<file path="src/rtl/crc_frame_packer.sv">
// Pairs each buffered 32-bit message word with its CRC result from the engine
// and streams the 37-bit codeword out as five bytes, MSB first.
module crc_frame_packer #(
    parameter int unsigned FIFO_DEPTH = 4,
    parameter int unsigned CRC_W      = 5
) (
    input  logic                        i_clk,
    input  logic                        i_reset,
    input  logic [31:0]                 i_data_in,
    input  logic                        i_data_in_valid,
    output logic                        o_data_in_ready,
    input  logic [CRC_W-1:0]            i_crc_in,
    input  logic                        i_crc_in_valid,
    output logic                        o_crc_in_ready,
    output logic [7:0]                  o_byte_out,
    output logic                        o_byte_out_valid,
    input  logic                        i_byte_out_ready,
    output logic                        o_byte_out_last,
    output logic [15:0]                 o_frame_count,
    output logic [$clog2(FIFO_DEPTH):0] o_fifo_level
);

    localparam int unsigned AW       = $clog2(FIFO_DEPTH);
    localparam logic [AW:0] LVL_FULL = (AW + 1)'(FIFO_DEPTH);

    localparam logic [0:0] ST_IDLE = 1'b0;
    localparam logic [0:0] ST_SEND = 1'b1;

    logic [31:0]   r_mem [FIFO_DEPTH];
    logic [AW-1:0] r_wptr;
    logic [AW-1:0] r_rptr;
    logic [AW:0]   r_level;
    logic [0:0]    r_state;
    logic [39:0]   r_shift;
    logic [2:0]    r_idx;
    logic [15:0]   r_frame_count;

    logic       w_push;
    logic       w_pop;
    logic       w_out_hs;
    logic [7:0] w_crc_byte;

    // Every output decodes registered state only; no input reaches an output.
    assign o_data_in_ready  = (r_level < LVL_FULL);
    assign o_crc_in_ready   = (r_state == ST_IDLE) && (r_level != '0);
    assign o_byte_out_valid = (r_state == ST_SEND);
    assign o_byte_out_last  = (r_state == ST_SEND) && (r_idx == 3'd4);
    assign o_byte_out       = o_byte_out_valid ? r_shift[39:32] : 8'h00;
    assign o_frame_count    = r_frame_count;
    assign o_fifo_level     = r_level;

    assign w_push   = i_data_in_valid && o_data_in_ready;
    assign w_pop    = i_crc_in_valid && o_crc_in_ready;
    assign w_out_hs = o_byte_out_valid && i_byte_out_ready;

    always_comb begin
        w_crc_byte              = '0;
        w_crc_byte[CRC_W-1:0]   = i_crc_in;
    end

    always_ff @(posedge i_clk) begin
        if (w_push) begin
            r_mem[r_wptr] <= i_data_in;
        end
    end

    always_ff @(posedge i_clk or posedge i_reset) begin
        if (i_reset) begin
            r_wptr  <= '0;
            r_rptr  <= '0;
            r_level <= '0;
        end else begin
            if (w_push) begin
                r_wptr <= r_wptr + 1'b1;
            end
            if (w_pop) begin
                r_rptr <= r_rptr + 1'b1;
            end
            case ({w_push, w_pop})
                2'b10:   r_level <= r_level + 1'b1;
                2'b01:   r_level <= r_level - 1'b1;
                default: r_level <= r_level;
            endcase
        end
    end

    always_ff @(posedge i_clk or posedge i_reset) begin
        if (i_reset) begin
            r_state       <= ST_IDLE;
            r_shift       <= '0;
            r_idx         <= '0;
            r_frame_count <= '0;
        end else begin
            case (r_state)
                ST_IDLE: begin
                    if (w_pop) begin
                        r_shift <= {r_mem[r_rptr], w_crc_byte};
                        r_idx   <= '0;
                        r_state <= ST_SEND;
                    end
                end
                ST_SEND: begin
                    if (w_out_hs) begin
                        r_shift <= {r_shift[31:0], 8'h00};
                        r_idx   <= r_idx + 3'd1;
                        if (r_idx == 3'd4) begin
                            r_frame_count <= r_frame_count + 16'd1;
                            r_state       <= ST_IDLE;
                        end
                    end
                end
                default: r_state <= ST_IDLE;
            endcase
        end
    end

endmodule
</file>
<file path="config.mk">
export PLATFORM = sky130hd
export DESIGN_NAME = crc_frame_packer
export DESIGN_NICKNAME = d
export VERILOG_FILES = /design/src/rtl/crc_frame_packer.sv
export SDC_FILE = /design/constraint.sdc
export NUM_CORES = 1
export LEC_CHECK = 0
export ABC_AREA = 1
export CAP_MARGIN = 20
export CORE_MARGIN = 3
export CORE_UTILIZATION = 45
export CTS_CLUSTER_SIZE = 10
export DETAILED_ROUTE_END_ITERATION = 7
export PLACE_DENSITY_LB_ADDON = 0.25
export SYNTH_ARGS = -nofsm -noshare
export SYNTH_HDL_FRONTEND = slang
export SYNTH_SLANG_ARGS = --single-unit
export TNS_END_PERCENT = 20
</file>
<file path="constraint.sdc">
create_clock -name i_clk -period 5.4 [get_ports i_clk]
set_input_delay 1.62 -clock i_clk [delete_from_list [all_inputs] [get_ports i_clk]]
set_output_delay 1.62 -clock i_clk [all_outputs]
set_load 0.05 [all_outputs]
</file>
==> key figures, run 1 <==
Timing
  • FMAX: 0.2471 GHz
  • Tmin final: 4.047 ns
  • Max-slew headroom: 46.86%
  • Final setup TNS: 0 ns
  • Final setup vio count: 0
  • RSZ-0062 raised after global routing: no
  • Worst Tran Pin Value: 0.7971 ns
  • Final worst slack: 1.353 ns
  • Tcrit/Tclk final: 74.95%
  • Hold slack final: 0.4773 ns
  • Clock Skew: 0.006311 ns
  • Final hold viol count: 0
  • Max Transition Viols Final: 0

Route
  • Routed len/inst: 15.83 microns
  • Vias per cell: 5.159
  • DRC viols: 0
  • WL final: 16470 microns
  • Vias: 5370
  • Final ANT Viol Nets: 0
  • First-pass detailed-route iteration total: 4
  • Initial DRC Count: 380

Run
  • Max_cap viols: 0

Clock tree
  • Worst-path clk slew: 0.07 ns
  • Clock Latency Late Sink: 0.42 ns
  • Root Buffer: clkbuf_16
  • Htree depth: 4
  • CTS tree: yes
  • Post-CTS setup buffers: 0
  • Post-CTS Hold Buffers: 0
  • Post-cts resize count: 0
  • CTS Buf Count: 17
  • CTS Sinks: 192
  • Bufs on Longest Clock Path: 2

Power and ir drop
  • Lkg Pwr: 3.995 nW
  • Combinational power share: 34.6%
  • Net switching fraction of the power: 36.69%
  • Switching power: 1.879 mW
  • P per Cell Area: 530.7 nW/um^2
  • Worst VDD drop: 366.4 uV
  • P_int: 3.242 mW
  • Clock power frac: 25.4%
  • Part of the power in registers: 40.0%
  • Total chip power: 5.121 mW

Critical path
  • Crit path launch type: register
  • CP max FO: 21
  • Largest stage delay on the critical path: 0.86 ns
  • Worst setup path class: register to output port
  • Cell breakdown of the critical path: inv_2, nor2_1, clkdlybuf4s50_1
  • Slowest CP cell: dfrtp_1
  • Worst setup EP type: output port
  • R2R Setup Slk: 2.94 ns
  • Crit path DAT: 2.43 ns
  • CP required: 3.78 ns

GRT
  • First-pass GRT wire length: 26940 microns
  • Largest net degree at the start of global routing: 64
  • Total grt overflow: 0
  • Vias in the first global route: 5409
  • Total track usage: 17.29%
  • Initial antenna violation count: 0

Place
  • Pre-CTS worst setup slack: 1.809 ns
  • Post-DP HPWL: 10110 microns
  • Port buffer count: 72
  • Routability congestion estimate: 0.8092

Die
  • Die X: 140.3 microns
  • Die Area: 19680 sq um
  • Initial Util: 46.43%
  • IO Count: 73
  • Die Y: 140.3 microns
  • Core area: 17480 sq um
  • # rows: 48

Hold path
  • Worst hold path type: register to register

Synthesis
  • Synth cell types: 30
  • Post-synth top flop: edfxtp_1
  • EDFF count, synth: 128
  • YS warnings: 0
  • #FFs+latches synth: 192
  • Synth Cell Area: 8114 sq um
  • Avg Cell Area, Syn: 11.01 sq um
  • Post-synth net total: 788
  • Register area share after synthesis: 67.11%
  • Asr flop ratio synth: 33.33%
  • Cells after synthesis: 737

Final layout
  • Commonest non-fill, non-tap cell in the layout: nand2_1
  • Final nets: 854
  • Util after Layout: 55.22%
  • Synthesis-to-finish area growth: 18.94%
  • Share of layout cells above drive strength 1: 9.804%
  • N_diodes: 0
  • Commonest cells after routing, fill and taps aside: nand2_1 (153), edfxtp_1 (128), nand3_1 (75)

Run status
  • Status: finished clean
==> final cells by class <==
type                    instances  area (sq um)
clock buffers                  17         425.4
clock inverters                15         193.9
fillers                      1449          7826
inverters                      77         289.0
multi-input cells             433          2206
flip-flops and latches        192          5446
well taps                     225         281.5
repair buffers                 82         808.3
==> power groups by stage <==
stage               combinational (mW)  clock [mW]  sequential, mW
CTS                               1.73        1.32            2.10
detailed placement                1.72           0            2.13
finish                            1.77        1.30            2.05
global route                      1.98        1.38            2.08
global placement                  1.67           0            2.11
floorplan                         1.24           0            2.11
==> flip-flops by register name (all words and copies together), names as in the netlist <==
signal and cells:
r_idx 3, o_fifo_level 3, o_byte_out_valid 1, r_rptr 2
o_frame_count 16, r_mem 128, r_shift 37, r_wptr 2
==> stage by stage <==
stage               instances  cell area (sq um)
floorplan                 737               8114
global placement         1008               9011
detailed placement       1008               9011
CTS                      1040               9630
global route             1041               9651
finish                   1041               9651
==> worst paths after layout <==
kind,start,to,depth (start not counted)
setup / recovery,o_byte_out_valid,o_byte_out_last,3
hold / removal,r_shift[21],r_shift[21],2
setup reg to reg,o_byte_out_valid,o_fifo_level[1],7
hold reg to reg,r_shift[21],r_shift[21],2
max in group asynchronous,i_reset,r_shift[23],3
min in group asynchronous,i_reset,o_frame_count[12],2
==> critical path: cells and delay by family (launching register included) <==
| kind | cells | cell delay (ns) |
|---|---|---|
| buffers and inverters | 2 | 0.98 |
| AND/OR/NAND/NOR | 1 | 0.16 |
| flip-flops | 1 | 0.86 |
==> layer usage <==
layer	GRT usage [%]	wire (microns)
met4	8.159	291
met5	0	0
met1	22.37	7391
met2	27.75	8102
met3	3.995	688
==> cell usage after synthesis, types with 3 or more instances <==
cell | number | share of area, %
buf_2 | 12 | 0.74
buf_6 | 3 | 0.42
nor2_1 | 71 | 3.3
o21ai_1 | 7 | 0.43
nand2_1 | 153 | 7.1
xor2_1 | 13 | 1.4
edfxtp_1 | 128 | 47
buf_4 | 4 | 0.37
o21ai_0 | 36 | 2.2
or2_2 | 22 | 1.7
dfrtp_1 | 64 | 20
xnor2_1 | 3 | 0.32
ha_1 | 8 | 1.2
inv_2 | 3 | 0.14
nand3_1 | 75 | 4.6
o211ai_1 | 29 | 2.7
clkbuf_1 | 15 | 0.69
inv_1 | 73 | 3.4
==> kinds of logic (layout without fill, tap and decap cells) <==
kind of cell | Yosys count | in the layout | share of synthesized area (%)
AO/OA/AOI/OAI | 74 | 74 | 5.459
XOR/XNOR | 16 | 16 | 1.727
adder cells (fa/ha/maj) | 9 | 9 | 1.480
buffers and inverters | 112 | 191 | 5.829
flip-flops | 192 | 192 | 67.11
multiplexers | 1 | 1 | 0.1388
AND/OR/NAND/NOR | 333 | 333 | 18.26
Note: power is estimated with default switching activity, not from simulation.
==> run 2, diff against run 1 <==
==> constraint.sdc (replaced) <==
create_clock -name i_clk -period 3.5 [get_ports i_clk]
set_input_delay 1.05 -clock i_clk [delete_from_list [all_inputs] [get_ports i_clk]]
set_output_delay 1.05 -clock i_clk [all_outputs]
set_load 0.05 [all_outputs]
==> run 2 against run 1 <==
Against the previous run: clock skew rose by 0.00074 ns; wire length fell by 0.70%; die area did not move; power rose by 51%; global-route usage fell by 0.083 points; critical endpoint is now o_byte_out[7].
==> key figures, run 2 (synthesis results as in run 1) <==
Critical path
  • CP Buf/Inv Count: 2 (unchanged)
  • Worst setup path class: register to output port
  • Largest stage delay on the critical path: 0.80 ns (-0.06 ns)
  • CP required: 2.45 ns (-1.33 ns)
  • Cell breakdown of the critical path: nand2_1, inv_1, clkdlybuf4s50_1
  • Family with the most delay on the worst path: buffers and inverters
  • Worst r2r dst: o_fifo_level[2]
  • Crit path launch type: register
  • Worst r2r src: o_byte_out_valid
  • Slowest CP cell: clkdlybuf4s50_1
  • Worst setup EP type: output port
  • Crit path DAT: 1.96 ns (-0.47 ns)
  • Reg2Reg Depth: 10 (+3)
  • R2R Setup Slk: 1.03 ns (-1.91 ns)
  • CP max FO: 10 (-52%)

Timing
  • Final setup TNS: 0 ns (unchanged)
  • RSZ-0062 raised after global routing: no
  • Max-slew headroom: 59.73% (+13 points)
  • Clock Skew: 0.007048 ns (+0.0007376 ns)
  • Max Transition Viols Final: 0 (unchanged)
  • Tcrit/Tclk final: 86.04%
  • FMAX: 0.3321 GHz
  • Hold slack final: 0.4785 ns (+0.001196 ns)
  • Worst Tran Pin Value: 0.6031 ns (-0.1940 ns)
  • Final worst slack: 0.4884 ns (-0.8642 ns)
  • Final setup vio count: 0 (unchanged)
  • Final hold viol count: 0 (unchanged)
  • Tmin final: 3.012 ns

Clock tree
  • CTS Sinks: 192 (unchanged)
  • Post-CTS Hold Buffers: 0 (unchanged)
  • Post-CTS setup buffers: 0 (unchanged)
  • Post-cts resize count: 0 (unchanged)
  • CTS Buf Count: 17 (unchanged)
  • Worst-path clk slew: 0.07 ns (about the same)
  • Clock Latency Late Sink: 0.43 ns (about the same)
  • Htree depth: 4 (unchanged)
  • Bufs on Longest Clock Path: 2 (unchanged)
  • Root Buffer: clkbuf_16
  • CTS tree: yes

GRT
  • First-pass GRT wire length: 26710 microns (-0.85%)
  • Vias in the first global route: 5333 (-1.4%)
  • Total grt overflow: 0 (unchanged)
  • Total track usage: 17.21% (-0.083 points)
  • Largest net degree at the start of global routing: 64 (unchanged)
  • Initial antenna violation count: 0 (unchanged)

Power and ir drop
  • Lkg Pwr: 3.995 nW (about the same)
  • Worst VDD drop: 589.8 uV (+61%)
  • P per Cell Area: 803.2 nW/um^2 (+51%)

Final layout
  • Synthesis-to-finish area growth: 18.54%
  • Share of layout cells above drive strength 1: 10.39% (+0.59 points)
  • Util after Layout: 55.03% (-0.19 points)
  • Max reg flops: 128 (unchanged)
  • N_diodes: 0 (unchanged)
  • Biggest register: r_mem
  • Commonest non-fill, non-tap cell in the layout: nand2_1
  • Final nets: 856 (+0.23%)
  • Final instance area: 9618 sq um (-0.34%)
  • Commonest cells after routing, fill and taps aside: nand2_1 (153), edfxtp_1 (128), nand3_1 (75)

Die
  • Initial Util: 46.43% (unchanged)
  • # rows: 48 (unchanged)
  • Core area: 17480 sq um (unchanged)
  • IO Count: 73 (unchanged)
  • Die Area: 19680 sq um (unchanged)
  • Die X: 140.3 microns (unchanged)
  • Die Y: 140.3 microns (unchanged)

Place
  • Port buffer count: 72 (unchanged)
  • Pre-CTS worst setup slack: 0.4861 ns (-1.323 ns)
  • Post-DP HPWL: 10110 microns (about the same)
  • Routability congestion estimate: 0.7656 (-5.4%)
  • Dpl cell area: 9046 sq um (+0.39%)

Run status
  • Status: finished clean

Route
  • Wl on met1: 7320 microns (-0.96%)
  • Met3 Wirelength: 660 microns (-4.1%)
  • Met2 wire len: 7995 microns (-1.3%)
  • WL final: 16360 microns (-0.70%)
  • Final ANT Viol Nets: 0 (unchanged)
  • Top sig layer: met4
  • Vias: 5324 (-0.86%)
  • First-pass detailed-route iteration total: 5 (+1)
  • DRC viols: 0 (unchanged)
  • Initial DRC Count: 405 (+6.6%)
  • Vias per cell: 5.105 (-1.0%)
  • Routed len/inst: 15.68 microns (-0.89%)

Hold path
  • Hold depth: 2 (unchanged)
  • Hold_sp: r_shift[31]
  • Hold Path End: r_shift[31]
  • Worst hold path type: register to register

Run
  • Max_cap viols: 0 (unchanged)
[run 2: changes by cell type in the layout (fill, tap and decap cells not counted), sizes merged]
cell,before,now
clkinvlp,5,3
bufinv,4,0
clkinv,7,5
buf,10,14
clkdlybuf4s50,72,70
inv,76,84
[run 2: worst max path at each step]
stage / from / end / cells past startpoint
6_report: o_byte_out_valid / o_byte_out[7] / 3
5_1_grt: o_byte_out_valid / o_byte_out[7] / 3
4_1_cts: o_byte_out_valid / o_byte_out[1] / 3
3_5_place_dp: i_crc_in_valid / o_fifo_level[2] / 9
3_3_place_gp: i_crc_in_valid / o_fifo_level[2] / 9
2_1_floorplan: o_fifo_level[2] / r_mem[0][0] / 3
[run 2: area by class of cell]
| class | instances | area, sq um |
|---|---|---|
| Tap cell | 225 | 281.5 |
| Inverter | 77 | 289.0 |
| Clock buffer | 17 | 425.4 |
| Clock inverter | 15 | 126.4 |
| Fill cell | 1462 | 7859 |
| Multi-Input combinational cell | 433 | 2206 |
| Sequential cell | 192 | 5446 |
| Timing Repair Buffer | 84 | 843.3 |
[run 2: power breakdown]
group,total (mW),switching (mW),internal (mW)
Clock,1.82,0.883,0.932
Sequential,3.12,0.223,2.90
Combinational,2.79,1.85,0.940
Total,7.73,2.96,4.77
[run 2: metal layers]
layer / global-route usage, % / vias up
li1: - / 2591
met1: 22.56 / 2571
met2: 28.10 / 135
met3: 3.175 / 27
met4: 7.649 / 0
met5: 0 / -
[run 2: stage by stage]
stage	total power [mW]	cells
final	7.725	1043
after global placement	5.869	1010
after CTS	7.775	1042
after floorplan	5.171	737
after global routing	8.226	1043
after detailed placement	5.959	1010
[run 2: worst reg2reg max path, cell delays in order (launching register included)]
cell and delay (ns):
dfrtp_1 0.51, buf_4 0.26, inv_2 0.20, nand3_2 0.17
clkinv_1 0.20, ha_1 0.18, inv_1 0.06, fa_1 0.38
a21oi_1 0.14, o21ai_0 0.11, xor2_1 0.15
